### src/rtl/dct_pkg.sv
// Shared constants for the 8-point sequential DCT: coefficient values,
// per-(k,n) magnitude and sign tables, and the controller state encoding.
package dct_pkg;

  localparam logic [7:0] COEF_A = 8'd64;
  localparam logic [7:0] COEF_B = 8'd60;
  localparam logic [7:0] COEF_C = 8'd56;
  localparam logic [7:0] COEF_D = 8'd45;
  localparam logic [7:0] COEF_E = 8'd36;
  localparam logic [7:0] COEF_F = 8'd24;
  localparam logic [7:0] COEF_G = 8'd12;

  // MAG_TBL[k][n] = |M[k][n]|
  localparam logic [7:0] MAG_TBL [0:7][0:7] = '{
    '{COEF_A, COEF_A, COEF_A, COEF_A, COEF_A, COEF_A, COEF_A, COEF_A},
    '{COEF_B, COEF_D, COEF_E, COEF_G, COEF_G, COEF_E, COEF_D, COEF_B},
    '{COEF_C, COEF_F, COEF_F, COEF_C, COEF_C, COEF_F, COEF_F, COEF_C},
    '{COEF_D, COEF_G, COEF_B, COEF_E, COEF_E, COEF_B, COEF_G, COEF_D},
    '{COEF_A, COEF_A, COEF_A, COEF_A, COEF_A, COEF_A, COEF_A, COEF_A},
    '{COEF_E, COEF_B, COEF_G, COEF_D, COEF_D, COEF_G, COEF_B, COEF_E},
    '{COEF_F, COEF_C, COEF_C, COEF_F, COEF_F, COEF_C, COEF_C, COEF_F},
    '{COEF_G, COEF_E, COEF_D, COEF_B, COEF_B, COEF_D, COEF_E, COEF_G}
  };

  // NEG_TBL[k][n] is set where M[k][n] is negative
  localparam logic [7:0] NEG_TBL [0:7] = '{
    8'b0000_0000,
    8'b1111_0000,
    8'b0011_1100,
    8'b1000_1110,
    8'b0110_0110,
    8'b1011_0010,
    8'b0101_1010,
    8'b1010_1010
  };

  typedef enum logic [1:0] {
    ST_IDLE = 2'd0,
    ST_MAC  = 2'd1,
    ST_OUT  = 2'd2
  } dct_state_e;

endpackage

### src/rtl/dct_coeff_rom.sv
// Combinational coefficient lookup: (k,n) -> {sign, magnitude} of M[k][n].
module dct_coeff_rom
  import dct_pkg::*;
(
  input  logic [2:0] k,
  input  logic [2:0] n,
  output logic       neg,
  output logic [7:0] mag
);

  // Table read for the current row/column
  always_comb begin
    neg = NEG_TBL[k][n];
    mag = MAG_TBL[k][n];
  end

endmodule

### src/rtl/dct_1d_seq.sv
// Sequential 8-point 1-D DCT: one external multiply per cycle, 8 cycles per coefficient.
// Optional macro DCT_ROUND_SHIFT_EN scales each output by (sum+32)>>>6.
module dct_1d_seq
  import dct_pkg::*;
#(
  parameter int SIZE  = 8,
  parameter int ACC_W = SIZE + 9
) (
  input  logic                    clk,
  input  logic                    rst_n,
  input  logic                    in_valid,
  output logic                    in_ready,
  input  logic [8*SIZE-1:0]       in_data,
  input  logic                    approx_en_in,
  output logic [7:0]              mult_coeff,
  output logic [SIZE-1:0]         mult_mcand,
  output logic                    mult_approx_en,
  input  logic signed [SIZE+5:0]  mult_result,
  output logic                    out_valid,
  input  logic                    out_ready,
  output logic signed [ACC_W-1:0] out_data,
  output logic [2:0]              out_idx,
  output logic                    out_last
);

  localparam int PROD_W = SIZE + 6;
`ifdef DCT_ROUND_SHIFT_EN
  localparam logic signed [ACC_W-1:0] ROUND_BIAS = ACC_W'(32);
  localparam int                      ROUND_SHIFT = 6;
`endif

  dct_state_e              state_r;
  dct_state_e              state_nx_s;
  logic [8*SIZE-1:0]       x_r;
  logic [2:0]              k_r;
  logic [2:0]              n_r;
  logic signed [ACC_W-1:0] acc_r;
  logic signed [ACC_W-1:0] out_data_r;
  logic                    approx_r;

  logic                    coef_neg_s;
  logic [7:0]              coef_mag_s;
  logic [SIZE-1:0]         sample_s;
  logic signed [ACC_W-1:0] prod_ext_s;
  logic signed [ACC_W-1:0] sum_s;
  logic signed [ACC_W-1:0] result_s;
`ifdef DCT_ROUND_SHIFT_EN
  logic signed [ACC_W-1:0] round_s;
`endif

  dct_coeff_rom u_coeff_rom (
    .k   (k_r),
    .n   (n_r),
    .neg (coef_neg_s),
    .mag (coef_mag_s)
  );

  // Current sample selection and signed accumulate of the returned product
  always_comb begin
    sample_s   = x_r[n_r*SIZE +: SIZE];
    prod_ext_s = {{(ACC_W-PROD_W){mult_result[PROD_W-1]}}, mult_result};
    if (coef_neg_s) begin
      sum_s = acc_r - prod_ext_s;
    end else begin
      sum_s = acc_r + prod_ext_s;
    end
  end

  // Final value written to out_data at the last tap of a row
`ifdef DCT_ROUND_SHIFT_EN
  always_comb begin
    round_s  = sum_s + ROUND_BIAS;
    result_s = round_s >>> ROUND_SHIFT;
  end
`else
  always_comb begin
    result_s = sum_s;
  end
`endif

  // Controller state register
  always_ff @(posedge clk) begin
    if (!rst_n) begin
      state_r <= ST_IDLE;
    end else begin
      state_r <= state_nx_s;
    end
  end

  // Next-state logic
  always_comb begin
    state_nx_s = state_r;
    case (state_r)
      ST_IDLE: begin
        if (in_valid) begin
          state_nx_s = ST_MAC;
        end else begin
          state_nx_s = ST_IDLE;
        end
      end
      ST_MAC: begin
        if (n_r == 3'd7) begin
          state_nx_s = ST_OUT;
        end else begin
          state_nx_s = ST_MAC;
        end
      end
      ST_OUT: begin
        if (!out_ready) begin
          state_nx_s = ST_OUT;
        end else if (k_r == 3'd7) begin
          state_nx_s = ST_IDLE;
        end else begin
          state_nx_s = ST_MAC;
        end
      end
      default: state_nx_s = ST_IDLE;
    endcase
  end

  // Datapath: sample/approx capture, tap counters, accumulator, result register
  always_ff @(posedge clk) begin
    if (!rst_n) begin
      x_r        <= {(8*SIZE){1'b0}};
      approx_r   <= 1'b0;
      k_r        <= 3'd0;
      n_r        <= 3'd0;
      acc_r      <= {ACC_W{1'b0}};
      out_data_r <= {ACC_W{1'b0}};
    end else begin
      case (state_r)
        ST_IDLE: begin
          if (in_valid) begin
            x_r      <= in_data;
            approx_r <= approx_en_in;
            k_r      <= 3'd0;
            n_r      <= 3'd0;
            acc_r    <= {ACC_W{1'b0}};
          end
        end
        ST_MAC: begin
          n_r <= n_r + 3'd1;
          if (n_r == 3'd7) begin
            out_data_r <= result_s;
            acc_r      <= {ACC_W{1'b0}};
          end else begin
            acc_r <= sum_s;
          end
        end
        ST_OUT: begin
          // k wraps to 0 after the last row so idx/last read clean in IDLE
          if (out_ready) begin
            k_r <= k_r + 3'd1;
            n_r <= 3'd0;
          end
        end
        default: begin
          k_r <= 3'd0;
          n_r <= 3'd0;
        end
      endcase
    end
  end

  // Output decode; multiplier operands are forced to zero outside MAC
  always_comb begin
    in_ready       = rst_n && (state_r == ST_IDLE);
    out_valid      = (state_r == ST_OUT);
    out_data       = out_data_r;
    out_idx        = k_r;
    out_last       = (k_r == 3'd7);
    mult_approx_en = approx_r;
    if (state_r == ST_MAC) begin
      mult_coeff = coef_mag_s;
      mult_mcand = sample_s;
    end else begin
      mult_coeff = 8'd0;
      mult_mcand = {SIZE{1'b0}};
    end
  end

endmodule

### config.mk
export PLATFORM = sky130hd
export DESIGN_NAME = dct_1d_seq
export DESIGN_NICKNAME = d
export VERILOG_FILES = /design/src/rtl/dct_pkg.sv /design/src/rtl/dct_coeff_rom.sv /design/src/rtl/dct_1d_seq.sv
export SDC_FILE = /design/constraint.sdc
export NUM_CORES = 1
export LEC_CHECK = 0
export CORE_MARGIN = 3
export CORE_UTILIZATION = 52
export CTS_CLUSTER_DIAMETER = 80
export DETAILED_ROUTE_END_ITERATION = 10
export GPL_ROUTABILITY_DRIVEN = 0
export PLACE_DENSITY = 0.87
export SYNTH_ARGS = -nofsm -noshare
export SYNTH_HDL_FRONTEND = slang
export SYNTH_SLANG_ARGS = --single-unit
### constraint.sdc
create_clock -name clk -period 4.05 [get_ports clk]
set_input_delay 1.0125 -clock clk [delete_from_list [all_inputs] [get_ports clk]]
set_output_delay 1.0125 -clock clk [all_outputs]
set_load 0.01 [all_outputs]
==> flow_summary.yaml <==
grt:
  grt_pass1_vias: 5482
  track_usage_pct: 25.3
  grt_max_degree: 102
  antenna_found_initial: 0
  grt_pass1_wl_mm: 26.0
  overflow: 0
drt:
  drt_first_pass_iters: 5
  drtIter0Drc: 406
  drt.antenna.violating_nets: 0
  drc: 0
  post_drt_wl_per_cell_um: 16.9
  vias_per_cell: 5.78
  vias: 5488
  finalWirelength_mm: 16.1
die:
  die_area_um2: 12700
  initial_utilization_pct: 53.8
  num_io_pins: 123
  die_y_um: 113
  die_w_um: 113
  core_um2: 11000
  rows: 38
worst_setup_path:
  critical_path_peak_fanout: 10
  endpoint_kind: "flop"
  r2r_cells: 14
  cp.arrival_ns: 4.09
  start_kind: "flop"
  critPathKind: "flop to flop"
  crit_required_ns: 4.26
power_and_ir_drop:
  p_per_area_nw_per_um2: 335
  ir_drop_mv: 0.285
  p_switching_uw: 738
  pwr-share-clk_pct: 34.3
  pwr-share-seq_pct: 45.4
  p_leak_uw: 0.00286
  p_int_uw: 1780
  switching_share_pct: 29.3
  pwr-share-comb_pct: 20.3
synth:
  synth_top_area_cell: "dfxtp_1"
  synthFlopType: "dfxtp_1"
  synth.avg_cell_area_um2: 8.39
  synth.distinct_cells: 51
  seq_area_frac_synth_pct: 36.3
  synthCells: 704
  synth-seq-cells: 107
  synth_edf_count: 0
  synth_top_cell_area_share_pct: 36.3
  synth_area_leaders: "dfxtp_1, nand2_1, a21boi_0"
  syn_area_um2: 5910
  async_flop_share_pct: 0
  ys_warn_count: 0
timing:
  rsz0062_at_grt: "no"
  setup_viol: 0
  timing.hold.ws_ns: 0.464
  clock.fmax_mhz: 258
  fin_ws_ns: 0.170
  finClkSkew_ns: 0.0101
  drv_slew: 0
  final.setup.tns_ns: 0
  slew_headroom_pct: 42.4
  tightest_slew_ns: 0.863
  period_minus_slack_ns: 3.88
  period_share_pct: 95.8
  finalHoldViolCount: 0
cts:
  tritoncts: "built"
  clk_latency_ns: 0.36
  clkSlewWorstSetupHoldPaths_ns: 0.08
  root_buffer: "clkbuf_16"
  cts_max_level: 3
  clock_sink_count: 107
  postCtsSetupBuffers: 0
  clock_path_buffers: 2
  cts_made_buffers: 9
cells_and_area:
  final_cell_mix: "nand2_1, clkdlybuf4s50_1, dfxtp_1, a21boi_0, nor2_1"
  nets: 917
  area_growth_pct: 27.3
  n_antenna_cell: 0
  fillers: 830
  mostFrequentLayoutCell: "nand2_1"
  layout-drive-gt1-share_pct: 7.65
hold_path:
  hold_path_class: "flop to flop"
  hold_path_depth: 2
placed_design:
  port_buffers: 120
  dp_slack_ns: -0.179
  dp_hpwl_mm: 11.6
outcome:
  status: "complete, no violations"
flow_run:
  cap_violations: 0
## cells in the mapped netlist (5+ instances only)
| cell type | number |
|---|---|
| a21boi_0 | 70 |
| xor2_1 | 7 |
| nor3_1 | 7 |
| nand3_1 | 12 |
| o21ai_0 | 21 |
| ha_1 | 27 |
| a31oi_1 | 10 |
| nor2_1 | 37 |
| dfxtp_1 | 107 |
| a21o_1 | 8 |
| a22oi_1 | 9 |
| nand2_1 | 172 |
| mux2i_1 | 14 |
| buf_1 | 5 |
| nor2b_1 | 16 |
| clkbuf_1 | 35 |
| a21oi_1 | 24 |
| and2_1 | 6 |
| nand2b_1 | 7 |
| mux4_2 | 16 |
| inv_1 | 16 |
| xnor2_1 | 24 |
## worst paths after layout
| path | from | to | slack, ns |
|---|---|---|---|
| max reg2reg | out_idx[1] | out_data[16] | 0.17 |
| max | out_idx[1] | out_data[16] | 0.17 |
| min | x_r[18] | x_r[18] | 0.46 |
| min reg2reg | x_r[18] | x_r[18] | 0.46 |
## timing repair
item	CTS	global route
gates resized for setup	1	4
endpoints found under the setup margin	1	13
hold buffers	0	0
## flip-flops by register name (all words and copies together) (netlist names)
| name | cells |
|---|---|
| n_r | 3 |
| acc_r | 17 |
| out_idx | 3 |
| mult_approx_en | 1 |
| x_r | 64 |
| state_r | 2 |
| out_data | 17 |
## kinds of logic (layout without fill, tap and decap cells)
family | Yosys count | after routing | synth area share, %
AND/OR/NAND/NOR | 271 | 271 | 19.6
AO/OA/AOI/OAI | 168 | 168 | 19.5
flip-flops | 107 | 107 | 36.3
buffers and inverters | 64 | 169 | 4.36
multiplexers | 33 | 33 | 9.23
XOR/XNOR | 32 | 32 | 4.98
adder cells (fa/ha/maj) | 28 | 28 | 6.06
other | 1 | 2 | 0.0635
## power by group through the flow
stage          registers (µW)  clock network, µW  logic [µW]
6_report                 1140                866         510
5_1_grt                  1150                909         555
4_1_cts                  1140                866         503
3_5_place_dp             1170                  0         497
3_3_place_gp             1160                  0         479
2_1_floorplan            1150                  0         317
## final cells by class
class / instances / area (µm²) / area share, %
clock buffers: 9 / 225 / 3.00
clock inverters: 6 / 62.6 / 0.832
inverters: 18 / 67.6 / 0.899
multi-input cells: 534 / 3530 / 46.9
flip-flops and latches: 107 / 2140 / 28.5
well taps: 140 / 175 / 2.33
repair buffers: 136 / 1320 / 17.5
## routing by layer
layer	vias up	GRT usage, %	wire (µm)
met3	50	5.28	906
met2	201	41.8	7830
met1	2610	31.4	6720
li1	2627	-	-
met5	-	0	0
met4	0	12.1	596
## stage by stage
step	total power [µW]	std cells	util (%)	area, µm²
floorplan	1470	705	-	5910
global placement	1640	935	65.7	7220
detailed placement	1660	935	65.7	7220
CTS	2510	950	68.4	7510
global route	2610	950	68.5	7520
finish	2520	950	68.5	7520
## critical path: stages, from the launching register on
cell and delay (ns):
dfxtp_2 0.44, inv_1 0.14, ha_1 0.39, nand2_1 0.09, o21ai_0 0.07, a311o_2 0.49, mux2i_1 0.19, fa_1 0.46
a21oi_1 0.21, o21ai_0 0.13, a21o_1 0.25, a31oi_2 0.32, o21ai_0 0.19, xnor3_1 0.28, a21oi_1 0.08
(Power assumes the default switching activity.)
